$ cat src/rtl/msx_ram_responder_pkg.sv
`default_nettype none
// +----------------------------------------------------------------+
// | msx_ram_responder_pkg: shared types and constants for the      |
// | slot RAM responder.                          Rev 1.0           |
// +----------------------------------------------------------------+
package msx_ram_responder_pkg;

    typedef enum logic [1:0] {
        IDLE  = 2'd0,
        ISSUE = 2'd1,
        WAIT  = 2'd2,
        DONE  = 2'd3
    } ram_resp_state_t;

    localparam int SDRAM_BASE_SHIFT = 25;

    // Size code n selects 32MB << n; code 3 means no SDRAM fitted.
    function automatic logic addr_in_range(input logic [26:0] addr, input logic [1:0] size);
        logic [26:0] shifted;
        shifted = addr >> (SDRAM_BASE_SHIFT + int'(size));
        return (size != 2'd3) && (shifted == 27'd0);
    endfunction

endpackage
`default_nettype wire

$ cat src/rtl/msx_ram_responder_if.sv
`default_nettype none
// +----------------------------------------------------------------+
// | msx_ram_responder_if: slot-side request bus and SDRAM-side     |
// | command bus of the RAM responder.            Rev 1.0           |
// +----------------------------------------------------------------+
interface msx_ram_responder_if;
    logic [26:0] ram_addr;
    logic [7:0]  ram_din;
    logic        ram_rnw;
    logic        sdram_ce;
    logic [7:0]  ram_dout;
    logic        cpu_wait;
    logic [26:0] mem_addr;
    logic [7:0]  mem_din;
    logic        mem_rd;
    logic        mem_we;
    logic [7:0]  mem_dout;
    logic        mem_ready;

    modport slave (
        input  ram_addr, ram_din, ram_rnw, sdram_ce, mem_dout, mem_ready,
        output ram_dout, cpu_wait, mem_addr, mem_din, mem_rd, mem_we
    );

    modport master (
        output ram_addr, ram_din, ram_rnw, sdram_ce, mem_dout, mem_ready,
        input  ram_dout, cpu_wait, mem_addr, mem_din, mem_rd, mem_we
    );
endinterface
`default_nettype wire

$ cat src/rtl/msx_ram_read_cache.sv
`default_nettype none
// +----------------------------------------------------------------+
// | msx_ram_read_cache: single-entry read cache used when          |
// | MSX_RAM_RESP_READ_CACHE_EN is defined.       Rev 1.0           |
// +----------------------------------------------------------------+
module msx_ram_read_cache (
    input  wire logic        clk_sys,
    input  wire logic        reset_n,
    input  wire logic [1:0]  sdram_size,
    input  wire logic [26:0] lookup_addr,
    output logic             hit,
    output logic [7:0]       hit_data,
    input  wire logic        fill_en,
    input  wire logic [26:0] fill_addr,
    input  wire logic [7:0]  fill_data,
    input  wire logic        write_en,
    input  wire logic [26:0] write_addr,
    input  wire logic [7:0]  write_data,
    input  wire logic        invalidate
);
    logic        r_valid;
    logic [26:0] r_tag;
    logic [7:0]  r_data;
    logic [1:0]  r_size_q;
    logic        w_size_chg;

    // A size change must already block a hit in the cycle it appears.
    assign w_size_chg = (sdram_size != r_size_q);
    assign hit        = r_valid && !w_size_chg && (r_tag == lookup_addr);
    assign hit_data   = r_data;

    always_ff @(posedge clk_sys or negedge reset_n) begin
        if (!reset_n) begin
            r_valid  <= 1'b0;
            r_tag    <= '0;
            r_data   <= '0;
            r_size_q <= '0;
        end else begin
            r_size_q <= sdram_size;
            if (w_size_chg || invalidate) begin
                r_valid <= 1'b0;
            end else if (fill_en) begin
                r_valid <= 1'b1;
                r_tag   <= fill_addr;
                r_data  <= fill_data;
            end else if (write_en && r_valid && (r_tag == write_addr)) begin
                r_data  <= write_data;
            end
        end
    end
endmodule
`default_nettype wire

$ cat src/rtl/msx_ram_responder.sv
`default_nettype none
// +----------------------------------------------------------------+
// | msx_ram_responder: turns slot RAM requests into SDRAM commands |
// | with bounds check, timeout and CPU wait stretching.            |
// | Optional read cache: MSX_RAM_RESP_READ_CACHE_EN  Rev 1.0       |
// +----------------------------------------------------------------+
module msx_ram_responder
    import msx_ram_responder_pkg::*;
#(
    parameter int         TIMEOUT_CYCLES = 64,
    parameter logic [7:0] OOR_DATA       = 8'hFF
) (
    input  wire logic          clk_sys,
    input  wire logic          reset_n,
    input  wire logic [1:0]    sdram_size,
    output logic               timeout_err,
    msx_ram_responder_if.slave bus
);
    localparam int             CNT_W    = (TIMEOUT_CYCLES > 1) ? $clog2(TIMEOUT_CYCLES) : 1;
    localparam logic [CNT_W-1:0] CNT_LAST = CNT_W'(TIMEOUT_CYCLES - 1);

    ram_resp_state_t r_state, w_next;
    logic             r_ce_q;
    logic             r_rnw;
    logic [CNT_W-1:0] r_cnt;
    logic [26:0]      r_mem_addr;
    logic [7:0]       r_mem_din;
    logic [7:0]       r_ram_dout;
    logic             r_timeout_err;
    logic             w_edge, w_in_range, w_timeout, w_hit;
    logic [7:0]       w_cache_data;
    logic             w_cpu_wait, w_mem_rd, w_mem_we;

    assign w_edge     = bus.sdram_ce && !r_ce_q;
    assign w_in_range = addr_in_range(bus.ram_addr, sdram_size);
    assign w_timeout  = (r_cnt == CNT_LAST);

`ifdef MSX_RAM_RESP_READ_CACHE_EN
    logic w_tag_hit;

    msx_ram_read_cache u_read_cache (
        .clk_sys     (clk_sys),
        .reset_n     (reset_n),
        .sdram_size  (sdram_size),
        .lookup_addr (bus.ram_addr),
        .hit         (w_tag_hit),
        .hit_data    (w_cache_data),
        .fill_en     ((r_state == WAIT) && bus.mem_ready && r_rnw),
        .fill_addr   (r_mem_addr),
        .fill_data   (bus.mem_dout),
        .write_en    ((r_state == IDLE) && w_edge && w_in_range && !bus.ram_rnw),
        .write_addr  (bus.ram_addr),
        .write_data  (bus.ram_din),
        .invalidate  ((r_state == WAIT) && !bus.mem_ready && w_timeout)
    );

    assign w_hit = w_tag_hit && w_in_range && bus.ram_rnw;
`else
    assign w_hit        = 1'b0;
    assign w_cache_data = OOR_DATA;
`endif

    always_ff @(posedge clk_sys or negedge reset_n) begin
        if (!reset_n) r_state <= IDLE;
        else          r_state <= w_next;
    end

    always_comb begin
        w_next = r_state;
        case (r_state)
            IDLE:    if (w_edge) w_next = (w_in_range && !w_hit) ? ISSUE : DONE;
            ISSUE:   w_next = WAIT;
            WAIT:    if (bus.mem_ready || w_timeout) w_next = DONE;
            DONE:    if (!bus.sdram_ce) w_next = IDLE;
            default: w_next = IDLE;
        endcase
    end

    always_comb begin
        w_cpu_wait = w_edge;
        w_mem_rd   = 1'b0;
        w_mem_we   = 1'b0;
        case (r_state)
            ISSUE: begin
                w_cpu_wait = 1'b1;
                w_mem_rd   = r_rnw;
                w_mem_we   = !r_rnw;
            end
            WAIT:    w_cpu_wait = 1'b1;
            default: ;
        endcase
    end

    // Edge register resets high so a strobe held across reset is not
    // mistaken for a fresh request.
    always_ff @(posedge clk_sys or negedge reset_n) begin
        if (!reset_n) begin
            r_ce_q        <= 1'b1;
            r_rnw         <= 1'b1;
            r_cnt         <= '0;
            r_mem_addr    <= '0;
            r_mem_din     <= '0;
            r_ram_dout    <= 8'hFF;
            r_timeout_err <= 1'b0;
        end else begin
            r_ce_q <= bus.sdram_ce;
            case (r_state)
                IDLE: begin
                    if (w_edge) begin
                        if (w_hit) begin
                            r_ram_dout <= w_cache_data;
                        end else if (w_in_range) begin
                            r_mem_addr <= bus.ram_addr;
                            r_mem_din  <= bus.ram_din;
                            r_rnw      <= bus.ram_rnw;
                        end else if (bus.ram_rnw) begin
                            r_ram_dout <= OOR_DATA;
                        end
                    end
                end
                ISSUE: r_cnt <= '0;
                WAIT: begin
                    if (bus.mem_ready) begin
                        if (r_rnw) r_ram_dout <= bus.mem_dout;
                    end else if (w_timeout) begin
                        r_ram_dout    <= OOR_DATA;
                        r_timeout_err <= 1'b1;
                    end else begin
                        r_cnt <= r_cnt + CNT_W'(1);
                    end
                end
                default: ;
            endcase
        end
    end

    assign bus.cpu_wait = w_cpu_wait;
    assign bus.mem_rd   = w_mem_rd;
    assign bus.mem_we   = w_mem_we;
    assign bus.mem_addr = r_mem_addr;
    assign bus.mem_din  = r_mem_din;
    assign bus.ram_dout = r_ram_dout;
    assign timeout_err  = r_timeout_err;
endmodule
`default_nettype wire
$ cat src/flat_wrapper.sv
// flat-port wrapper written by rule: the top's interface ports become plain ports
module msx_ram_responder_flat import msx_ram_responder_pkg::*;
#(
    parameter int         TIMEOUT_CYCLES = 64,
    parameter logic [7:0] OOR_DATA       = 8'hFF
)
  (clk_sys, reset_n, sdram_size, timeout_err, bus_ram_addr, bus_ram_din, bus_ram_rnw, bus_sdram_ce, bus_mem_dout, bus_mem_ready, bus_ram_dout, bus_cpu_wait, bus_mem_addr, bus_mem_din, bus_mem_rd, bus_mem_we);
  msx_ram_responder_if bus_i ();
  input  wire logic clk_sys;
  input  wire logic reset_n;
  input  wire logic [1:0] sdram_size;
  output logic timeout_err;
  input wire logic [$bits(bus_i.ram_addr)-1:0] bus_ram_addr;
  input wire logic [$bits(bus_i.ram_din)-1:0] bus_ram_din;
  input wire logic [$bits(bus_i.ram_rnw)-1:0] bus_ram_rnw;
  input wire logic [$bits(bus_i.sdram_ce)-1:0] bus_sdram_ce;
  input wire logic [$bits(bus_i.mem_dout)-1:0] bus_mem_dout;
  input wire logic [$bits(bus_i.mem_ready)-1:0] bus_mem_ready;
  output wire logic [$bits(bus_i.ram_dout)-1:0] bus_ram_dout;
  output wire logic [$bits(bus_i.cpu_wait)-1:0] bus_cpu_wait;
  output wire logic [$bits(bus_i.mem_addr)-1:0] bus_mem_addr;
  output wire logic [$bits(bus_i.mem_din)-1:0] bus_mem_din;
  output wire logic [$bits(bus_i.mem_rd)-1:0] bus_mem_rd;
  output wire logic [$bits(bus_i.mem_we)-1:0] bus_mem_we;
  assign bus_i.ram_addr = bus_ram_addr;
  assign bus_i.ram_din = bus_ram_din;
  assign bus_i.ram_rnw = bus_ram_rnw;
  assign bus_i.sdram_ce = bus_sdram_ce;
  assign bus_i.mem_dout = bus_mem_dout;
  assign bus_i.mem_ready = bus_mem_ready;
  assign bus_ram_dout = bus_i.ram_dout;
  assign bus_cpu_wait = bus_i.cpu_wait;
  assign bus_mem_addr = bus_i.mem_addr;
  assign bus_mem_din = bus_i.mem_din;
  assign bus_mem_rd = bus_i.mem_rd;
  assign bus_mem_we = bus_i.mem_we;
  msx_ram_responder #(.TIMEOUT_CYCLES(TIMEOUT_CYCLES), .OOR_DATA(OOR_DATA)) u_core (.clk_sys(clk_sys), .reset_n(reset_n), .sdram_size(sdram_size), .timeout_err(timeout_err), .bus(bus_i));
endmodule
$ cat config.mk
export PLATFORM = sky130hd
export DESIGN_NAME = msx_ram_responder_flat
export DESIGN_NICKNAME = d
export VERILOG_FILES = /design/src/rtl/msx_ram_responder_pkg.sv /design/src/rtl/msx_ram_responder_if.sv /design/src/rtl/msx_ram_read_cache.sv /design/src/rtl/msx_ram_responder.sv /design/src/flat_wrapper.sv
export SDC_FILE = /design/constraint.sdc
export NUM_CORES = 1
export LEC_CHECK = 0
export ABC_AREA = 1
export CORE_MARGIN = 2
export CORE_UTILIZATION = 35
export DETAILED_ROUTE_END_ITERATION = 7
export DONT_BUFFER_PORTS = 1
export SLEW_MARGIN = 25
export SYNTH_ARGS = -nofsm -noshare
export SYNTH_HDL_FRONTEND = slang
export SYNTH_SLANG_ARGS = --single-unit
export TNS_END_PERCENT = 30
$ cat constraint.sdc
create_clock -name clk_sys -period 3 [get_ports clk_sys]
set_input_delay 0.6 -clock clk_sys [delete_from_list [all_inputs] [get_ports clk_sys]]
set_output_delay 0.6 -clock clk_sys [all_outputs]
set_load 0.05 [all_outputs]
; Word level (Yosys, flattened, before mapping)
; Cells that the tools add are included.
[op_classes]
addsub = 2
n_eq_ne = 14
n_shift = 1
n_mux = 18
bitwise_logic = 1
n_reduce_logical = 15
[ops]
columns = cell, n
row1 = 8-bit two-way mux, 6
row2 = 27-bit by 32-bit >> shifter with 27-bit output, 1
row3 = 27-bit logical NOT, 1
row4 = 8-bit case mux with 2 select lines, 1
row5 = 6-bit two-way mux, 2
row6 = 2-bit inequality test (second input constant), 6
row7 = 6-bit case mux with 2 select lines, 1
row8 = 3-bit AND reduction, 4
row9 = 2-bit two-way mux, 4
row10 = 2-bit case mux with 4 select lines, 1
row11 = 5-bit by 2-bit adder with 6-bit output (first input constant), 1
row12 = 6-bit by 1-bit adder with 6-bit output (second input constant), 1
row13 = 6-bit == test (second input constant), 1
row14 = 3-bit by 2-bit inequality test with 1-bit output (second input constant), 2
row15 = 6-bit AND reduction, 1
row16 = 2-bit == test (second input constant), 2
row17 = 2-bit by 1-bit inequality test with 1-bit output (second input constant), 2
row18 = 2-bit nonzero test, 2
row19 = 1-bit two-way mux, 3
row20 = 2-bit by 1-bit == test with 1-bit output (second input constant), 1
row21 = 1-bit logical AND, 2
row22 = 1-bit logical NOT, 2
row23 = 2-bit logical NOT, 1
row24 = 2-bit OR reduction, 1
row25 = 2 further kinds, 2
[totals]
reg_bits = 54
in_bits = 50
output_inout_bits = 47
word_cells = 59

; Longest topological paths before layout
; Gate-level depths: netlist of the first run.
[logic_depth]
word_depth = 7
depth_mapped = 10
mapped_depth_nobuf = 9

; Worst setup path before layout of the first run
; OpenSTA, ideal clock, no wires.
[synth_path]
path_type = in2out
start = in bus_sdram_ce
end = out bus_cpu_wait
t_arrival_ns = 1.374
required_time_ns = 2.400
slack_ns = 1.026
stages = 4
path_buffers = 2
cell_sequence = nand2_1 > buf_6 > clkbuf_1 > nand2_1
[synth_via]
elab_chain_len = 2
[synth_lines]
columns = element, line_no
row1 = from (decl), flat_wrapper.sv:16  ; input wire logic [$bits(bus_i.sdram_ce)-1:0] bus_sdram_ce;
row2 = 1-bit logical AND, msx_ram_responder.sv:34  ; assign w_edge = bus.sdram_ce && !r_ce_q;
row3 = 1-bit two-way mux, msx_ram_responder.sv:83  ; case (r_state)
row4 = to (decl), flat_wrapper.sv:20  ; output wire logic [$bits(bus_i.cpu_wait)-1:0] bus_cpu_wait;
; Every way passes these cells.

; Worst setup path after layout of the first run
[layout_path]
start = reg u_core.r_state[1]
end = out bus_mem_we
[layout_via]
elab_chain_len = 2
[layout_lines]
columns = element, line_no
row1 = from (decl), msx_ram_responder.sv:22  ; ram_resp_state_t r_state, w_next;
row2 = from (signal assigned), msx_ram_responder.sv:65  ; else r_state <= w_next;
row3 = 2-bit by 1-bit == test with 1-bit output, msx_ram_responder.sv:83
row4 = 1-bit two-way mux, msx_ram_responder.sv:83
row5 = to (decl), flat_wrapper.sv:24  ; output wire logic [$bits(bus_i.mem_we)-1:0] bus_mem_we;
; Every way passes these cells.

==> reports/results.txt, run 1 <==
Hpwl dp: 4.01 mm
Type of origin of the critical path: flop
First-pass GRT wire length: 9.23 mm
Synth Area in Simple Gates: 28.6%
Overflow after GRT: 0
Synthesized area: 2560 sq um
Xor/xnor share of the synthesized area: 1.03%
Initial antenna violation count: 0
CTS Buffer Depth: 2
Initial Utilization: 35.7%
Clk sink count: 54
Clk_skew: 0.00833 ns
Final setup violation count: 0
Final wirelength: 5.68 mm
Hold buffers post-CTS: 1
Diodes inserted: 0
Largest net degree at the start of global routing: 46
Core area: 7180 sq um
CTS tree: built
Min-Delay Path Class: in2async
Vias: 1883
Reg clk slew, reported paths: 0.10 ns
Combinational Power Share: 24.9%
Sw Share: 57.5%
Syn Inst Count: 293
Setup TNS Final: 0 ns
Synth Area in Adders: 2.93%
Max Cap Viol: 0
Root buffer cell: clkbuf_8
Leak: 1.34 nW
GRT Overall Usage: 15.1%
Fin. max-slew vios: 0
CP Cell Sequence: inv_1 > ha_1 > inv_1 > nor2_1 > buf_4
DR WL/cell: 14.5 microns
Clk Latency, worst-skew pair: 0.30 ns
Layout cells sized above 1: 15.7%
Die height: 89.5 microns
Postcts setup bufs: 0
RSZ-0062 raised after global routing: false
Worst-Margin Slew: 0.547 ns
Synth cell types: 30
Vias in the first global route: 1825
First DRT Iteration DRCs: 110
Outcome: completed
Num CTS Buffers: 5
Buffers on Ports: 0
Max Clock Freq: 482 MHz
Die Area: 8020 sq um
Synth warnings: 0
Reg power frac: 64.5%
Cell Pwr Density: 1350 nW/um^2
Vias per cell: 4.80
Fin area: 2750 sq um
Post-Syn Area per Cell: 8.74 sq um
Worst vdd ir: 600 uV
Drt pass-1 iters: 5
Crit-path max cell delay: 0.41 ns
Drt drc: 0
Fraction of synthesized area in multiplexers: 0%
Int Pwr: 1.58 mW
Crit path time final: 2.08 ns
Antenna-violating nets left: 0
Seq/Total Area, Yosys: 53.2%
Post-synthesis compound-gate area fraction: 9.77%
Data arrival time of the worst path: 1.48 ns
Main combinational cell family by area after synthesis: simple AND/OR/NAND/NOR gates
Routability cong.: 0.841
Fin crit share: 69.2%
Nets: 348
Post-synthesis register bit count: 54
Final hold violation count: 0
Crit end category: output port
Post_cts resized: 0
Floorplan row count: 31
FILL cells: 757
Crit-path slowest cell: dfrtp_1
Htree depth: 2
Max transition margin: 63.5%
Crit Path Max Fanout: 4
Critical path class: reg2out
Syn nets: 349
Syn-to-layout area delta: 7.33%
Clk pwr share: 10.6%
Worst path required time: 2.40 ns
Chip width: 89.5 microns
Placed instance area: 2640 sq um
Critical Path Most Common Cell: inv_1
Io pins: 97
Net Switching: 2.13 mW
==> per-stage QoR <==
| stage | worst slack (ns) | util [%] | power, mW | hold slack (ns) | cells |
|---|---|---|---|---|---|
| 2_1_floorplan | 1.03 | - | 3.11 | 0.304 | 293 |
| 3_3_place_gp | 1.11 | 36.8 | 3.32 | 0.306 | 383 |
| 3_5_place_dp | 1.10 | 36.8 | 3.35 | 0.306 | 383 |
| 4_1_cts | 0.918 | 38.3 | 3.76 | 0.116 | 392 |
| 5_1_grt | 0.781 | 38.3 | 3.98 | 0.101 | 392 |
| 6_report | 0.923 | 38.3 | 3.72 | 0.126 | 392 |
==> power groups by stage <==
stage | logic (mW) | clock network (mW) | registers [mW]
global placement | 0.903 | 0 | 2.41
floorplan | 0.778 | 0 | 2.33
global route | 1.08 | 0.445 | 2.45
detailed placement | 0.926 | 0 | 2.42
finish | 0.925 | 0.393 | 2.40
CTS | 0.943 | 0.412 | 2.41
==> registers in the layout (all words and copies together), names as in the netlist <==
register and count:
u_core.r_ce_q 1, u_core.bus.mem_din 8, u_core.r_cnt 6, u_core.timeout_err 1, u_core.bus.mem_addr 27, u_core.r_rnw 1
u_core.r_state 2, u_core.bus.ram_dout 8
==> final timing paths <==
check                                                   start                            endpoint  slack [ns]  depth (start not counted)
worst min register to register    u_core.r_cnt[1]$_DFFE_PN0P_         u_core.r_cnt[1]$_DFFE_PN0P_        0.53                          2
worst min-delay path                                  reset_n  u_core.bus.mem_addr[6]$_DFFE_PN0P_        0.13                          1
max in group asynchronous                             reset_n         u_core.r_cnt[5]$_DFFE_PN0P_        2.66                          1
min in group clk_sys                             bus_sdram_ce             u_core.r_ce_q$_DFF_PN1_        0.29                          0
worst max register to register  u_core.r_state[1]$_DFFE_PN0P_   u_core.bus.mem_din[1]$_DFFE_PN0P_        1.08                          6
worst max-delay path            u_core.r_state[1]$_DFFE_PN0P_                          bus_mem_we        0.92                          5
==> worst max-delay path: cells and delay by family (launching register included) <==
family                     cells  cell delay [ns]
DFF                            1             0.41
adders and majority gates      1             0.18
and+or+nand+nor                1             0.15
buffers and inverters          3             0.43
==> cell type report <==
| cell class | count | area [sq um] | area share [%] |
|---|---|---|---|
| inverters | 12 | 45.0 | 1.64 |
| clock inverters | 2 | 10.0 | 0.364 |
| well taps | 99 | 124 | 4.51 |
| flip-flops and latches | 54 | 1360 | 49.6 |
| repair buffers | 4 | 50.0 | 1.82 |
| multi-input cells | 215 | 1080 | 39.4 |
| clock buffers | 6 | 72.6 | 2.64 |
==> cells in the final DEF (no fill, tap or decap), drive strengths merged, types with 8 or more instances in the layout <==
cell type / synthesis / routed
nand2: 122 / 122
dfrtp: 44 / 44
o21ai: 41 / 41
nor2: 17 / 17
inv: 11 / 11
dfstp: 10 / 10
or2: 8 / 8
nand4: 8 / 8
==> per-layer routing <==
| layer | global-route usage (%) | wire length, microns | share of wire [%] |
|---|---|---|---|
| met5 | 0 | 0 | 0 |
| met4 | 5.83 | 120 | 2.1 |
| met3 | 6.00 | 590 | 10 |
| met2 | 23.3 | 2520 | 44 |
| met1 | 18.9 | 2450 | 43 |
==> synthesized netlist by cell type <==
cell type / number / area share (%)
buf_6: 1 / 0.44
xnor2_1: 1 / 0.34
buf_4: 4 / 1.2
nand4_1: 8 / 2.0
nand3_2: 1 / 0.39
inv_1: 10 / 1.5
or2_2: 8 / 2.0
buf_2: 1 / 0.20
nand2_4: 1 / 0.44
a21oi_1: 1 / 0.20
nor2_1: 10 / 1.5
o21bai_4: 1 / 0.73
a31o_2: 1 / 0.34
a21oi_2: 1 / 0.34
inv_2: 1 / 0.15
nand2_2: 2 / 0.49
o21ai_2: 1 / 0.34
clkinv_1: 1 / 0.15
nor2_8: 2 / 1.6
dfstp_2: 10 / 10
nand3_1: 4 / 0.78
nand2_1: 119 / 17
o21ai_0: 40 / 7.8
dfrtp_1: 44 / 43
ha_1: 6 / 2.9
xor2_1: 2 / 0.68
clkbuf_1: 6 / 0.88
nor2_2: 4 / 0.98
nor2_4: 1 / 0.44
nand3_4: 1 / 0.68
==> kinds of logic (layout without fill, tap and decap cells) <==
| kind of cell | after synthesis | after routing |
|---|---|---|
| adder cells (fa/ha/maj) | 6 | 6 |
| AND/OR/NAND/NOR | 161 | 161 |
| AO/OA/AOI/OAI | 45 | 45 |
| flip-flops | 54 | 54 |
| XOR/XNOR | 3 | 3 |
| buffers and inverters | 24 | 24 |
Power figures use the tool's default switching activity.
==> run 2: changes to the inputs <==
==> constraint.sdc (replaced) <==
create_clock -name clk_sys -period 2.1 [get_ports clk_sys]
set_input_delay 0.42 -clock clk_sys [delete_from_list [all_inputs] [get_ports clk_sys]]
set_output_delay 0.42 -clock clk_sys [all_outputs]
set_load 0.05 [all_outputs]
==> reports/results.txt, run 2 (synthesized netlist as in run 1, its figures left out) <==
Antenna-violating nets left: 0
DR WL/cell: 14.6 microns
RSZ-0062 raised after global routing: false
Floorplan row count: 31
Diodes inserted: 0
Setup TNS Final: 0 ns
Worst r2r path cells: 9
RR Endpoint: u_core.bus.ram_dout[1]$_DFFE_PN1P_
Cell Pwr Density: 1940 nW/um^2
Data arrival time of the worst path: 1.46 ns
Initial Utilization: 35.7%
Worst path required time: 1.68 ns
Placed instance area: 2650 sq um
Vias per cell: 4.77
Max Cap Viol: 0
Overflow after GRT: 0
Hold slack: 0.109 ns
Num CTS Buffers: 5
Max Clock Freq: 533 MHz
Layout cells sized above 1: 16.2%
Final hold violation count: 0
Drt pass-1 iters: 4
Die Area: 8020 sq um
GRT Overall Usage: 15.8%
Io pins: 97
Largest net degree at the start of global routing: 55
Final setup violation count: 0
First DRT Iteration DRCs: 127
Initial antenna violation count: 0
Hpwl dp: 4.09 mm
Vias: 1884
Post-Route Utilization: 38.8%
Final wirelength: 5.78 mm
Clk sink count: 54
Outcome: completed
Critical path destination: bus_cpu_wait
Reg clk slew, reported paths: 0.09 ns
Worst-Margin Slew: 0.527 ns
Buffers on Ports: 0
Root buffer cell: clkbuf_8
Crit path time final: 1.88 ns
Postcts setup bufs: 0
Vias in the first global route: 1963
Min-Delay Path Class: in2reg
Routability cong.: 0.725
Nets: 351
Die height: 89.5 microns
Core area: 7180 sq um
CTS Buffer Depth: 2
CTS tree: built
Crit end category: output port
Htree depth: 2
Fin. max-slew vios: 0
Placed insts: 385
FF-to-FF setup slack: 0.32 ns
R2R Path Start: u_core.r_state[0]$_DFFE_PN0P_
FILL cells: 749
Worst setup startpoint: u_core.r_state[0]$_DFFE_PN0P_
Final std cells w/o fill: 395
Critical path class: reg2out
Leak: 1.36 nW
Syn-to-layout area delta: 8.79%
Fin area: 2790 sq um
Post_cts resized: 0
Worst setup margin: 0.224 ns
Most frequent cells in the layout: nand2_1 (119), dfrtp_1 (44), o21ai_0 (40)
Clk_skew: 0.00913 ns
Worst vdd ir: 800 uV
Drt drc: 0
Crit Path Max Fanout: 4
Largest register FFs: 27
FF+latch area: 1360 sq um
Max transition margin: 64.9%
Total power: 5.39 mW
Type of origin of the critical path: flop
Hold path depth: 0
Fin crit share: 89.3%
Chip width: 89.5 microns
Clk Latency, worst-skew pair: 0.30 ns
Area of the multi-input gates: 1080 sq um
Commonest non-fill, non-tap cell in the layout: nand2_1
Pre-CTS worst setup slack: 0.330 ns
First-pass GRT wire length: 9.72 mm
-- run 2: how the worst min path moves through the flow --
stage                                    endpoint    startpoint
5_1_grt                   u_core.r_ce_q$_DFF_PN1_  bus_sdram_ce
3_3_place_gp          u_core.r_cnt[4]$_DFFE_PN0P_       reset_n
4_1_cts                   u_core.r_ce_q$_DFF_PN1_  bus_sdram_ce
2_1_floorplan  u_core.bus.mem_addr[0]$_DFFE_PN0P_       reset_n
3_5_place_dp   u_core.bus.mem_addr[1]$_DFFE_PN0P_       reset_n
6_report                  u_core.r_ce_q$_DFF_PN1_  bus_sdram_ce
-- run 2: critical path: stages, from the launching register on --
cell and delay, ns:
dfrtp_1 0.42, inv_1 0.11, ha_1 0.33, inv_1 0.06
nand2_1 0.05, buf_4 0.19
-- run 2: what timing repair did --
item                                    CTS  global route
hold buffers                              2             0
endpoints found under the setup margin    0             0
endpoints found under the hold margin    54             0
-- run 2: layer usage --
layer	GRT usage (%)	vias up	share of wire [%]
met3	6.65	6	11
met1	18.7	870	41
met5	0	-	0
li1	-	936	-
met2	26.3	72	47
met4	4.21	0	1.3
-- run 2: final cells by class --
| type | instances | share of cell area, % |
|---|---|---|
| clock buffer | 7 | 3.10 |
| tap | 99 | 4.45 |
| timing repair buffer | 7 | 2.69 |
| clock inverter | 1 | 0.314 |
| inverter | 12 | 1.62 |
| sequential | 54 | 48.9 |
| multi-input combinational | 215 | 38.9 |
-- run 2: power breakdown --
part / switching, mW / internal (mW) / total, mW
registers: 1.85 / 1.58 / 3.42
clock network: 0.342 / 0.273 / 0.616
logic: 0.892 / 0.461 / 1.35
total: 3.08 / 2.31 / 5.39
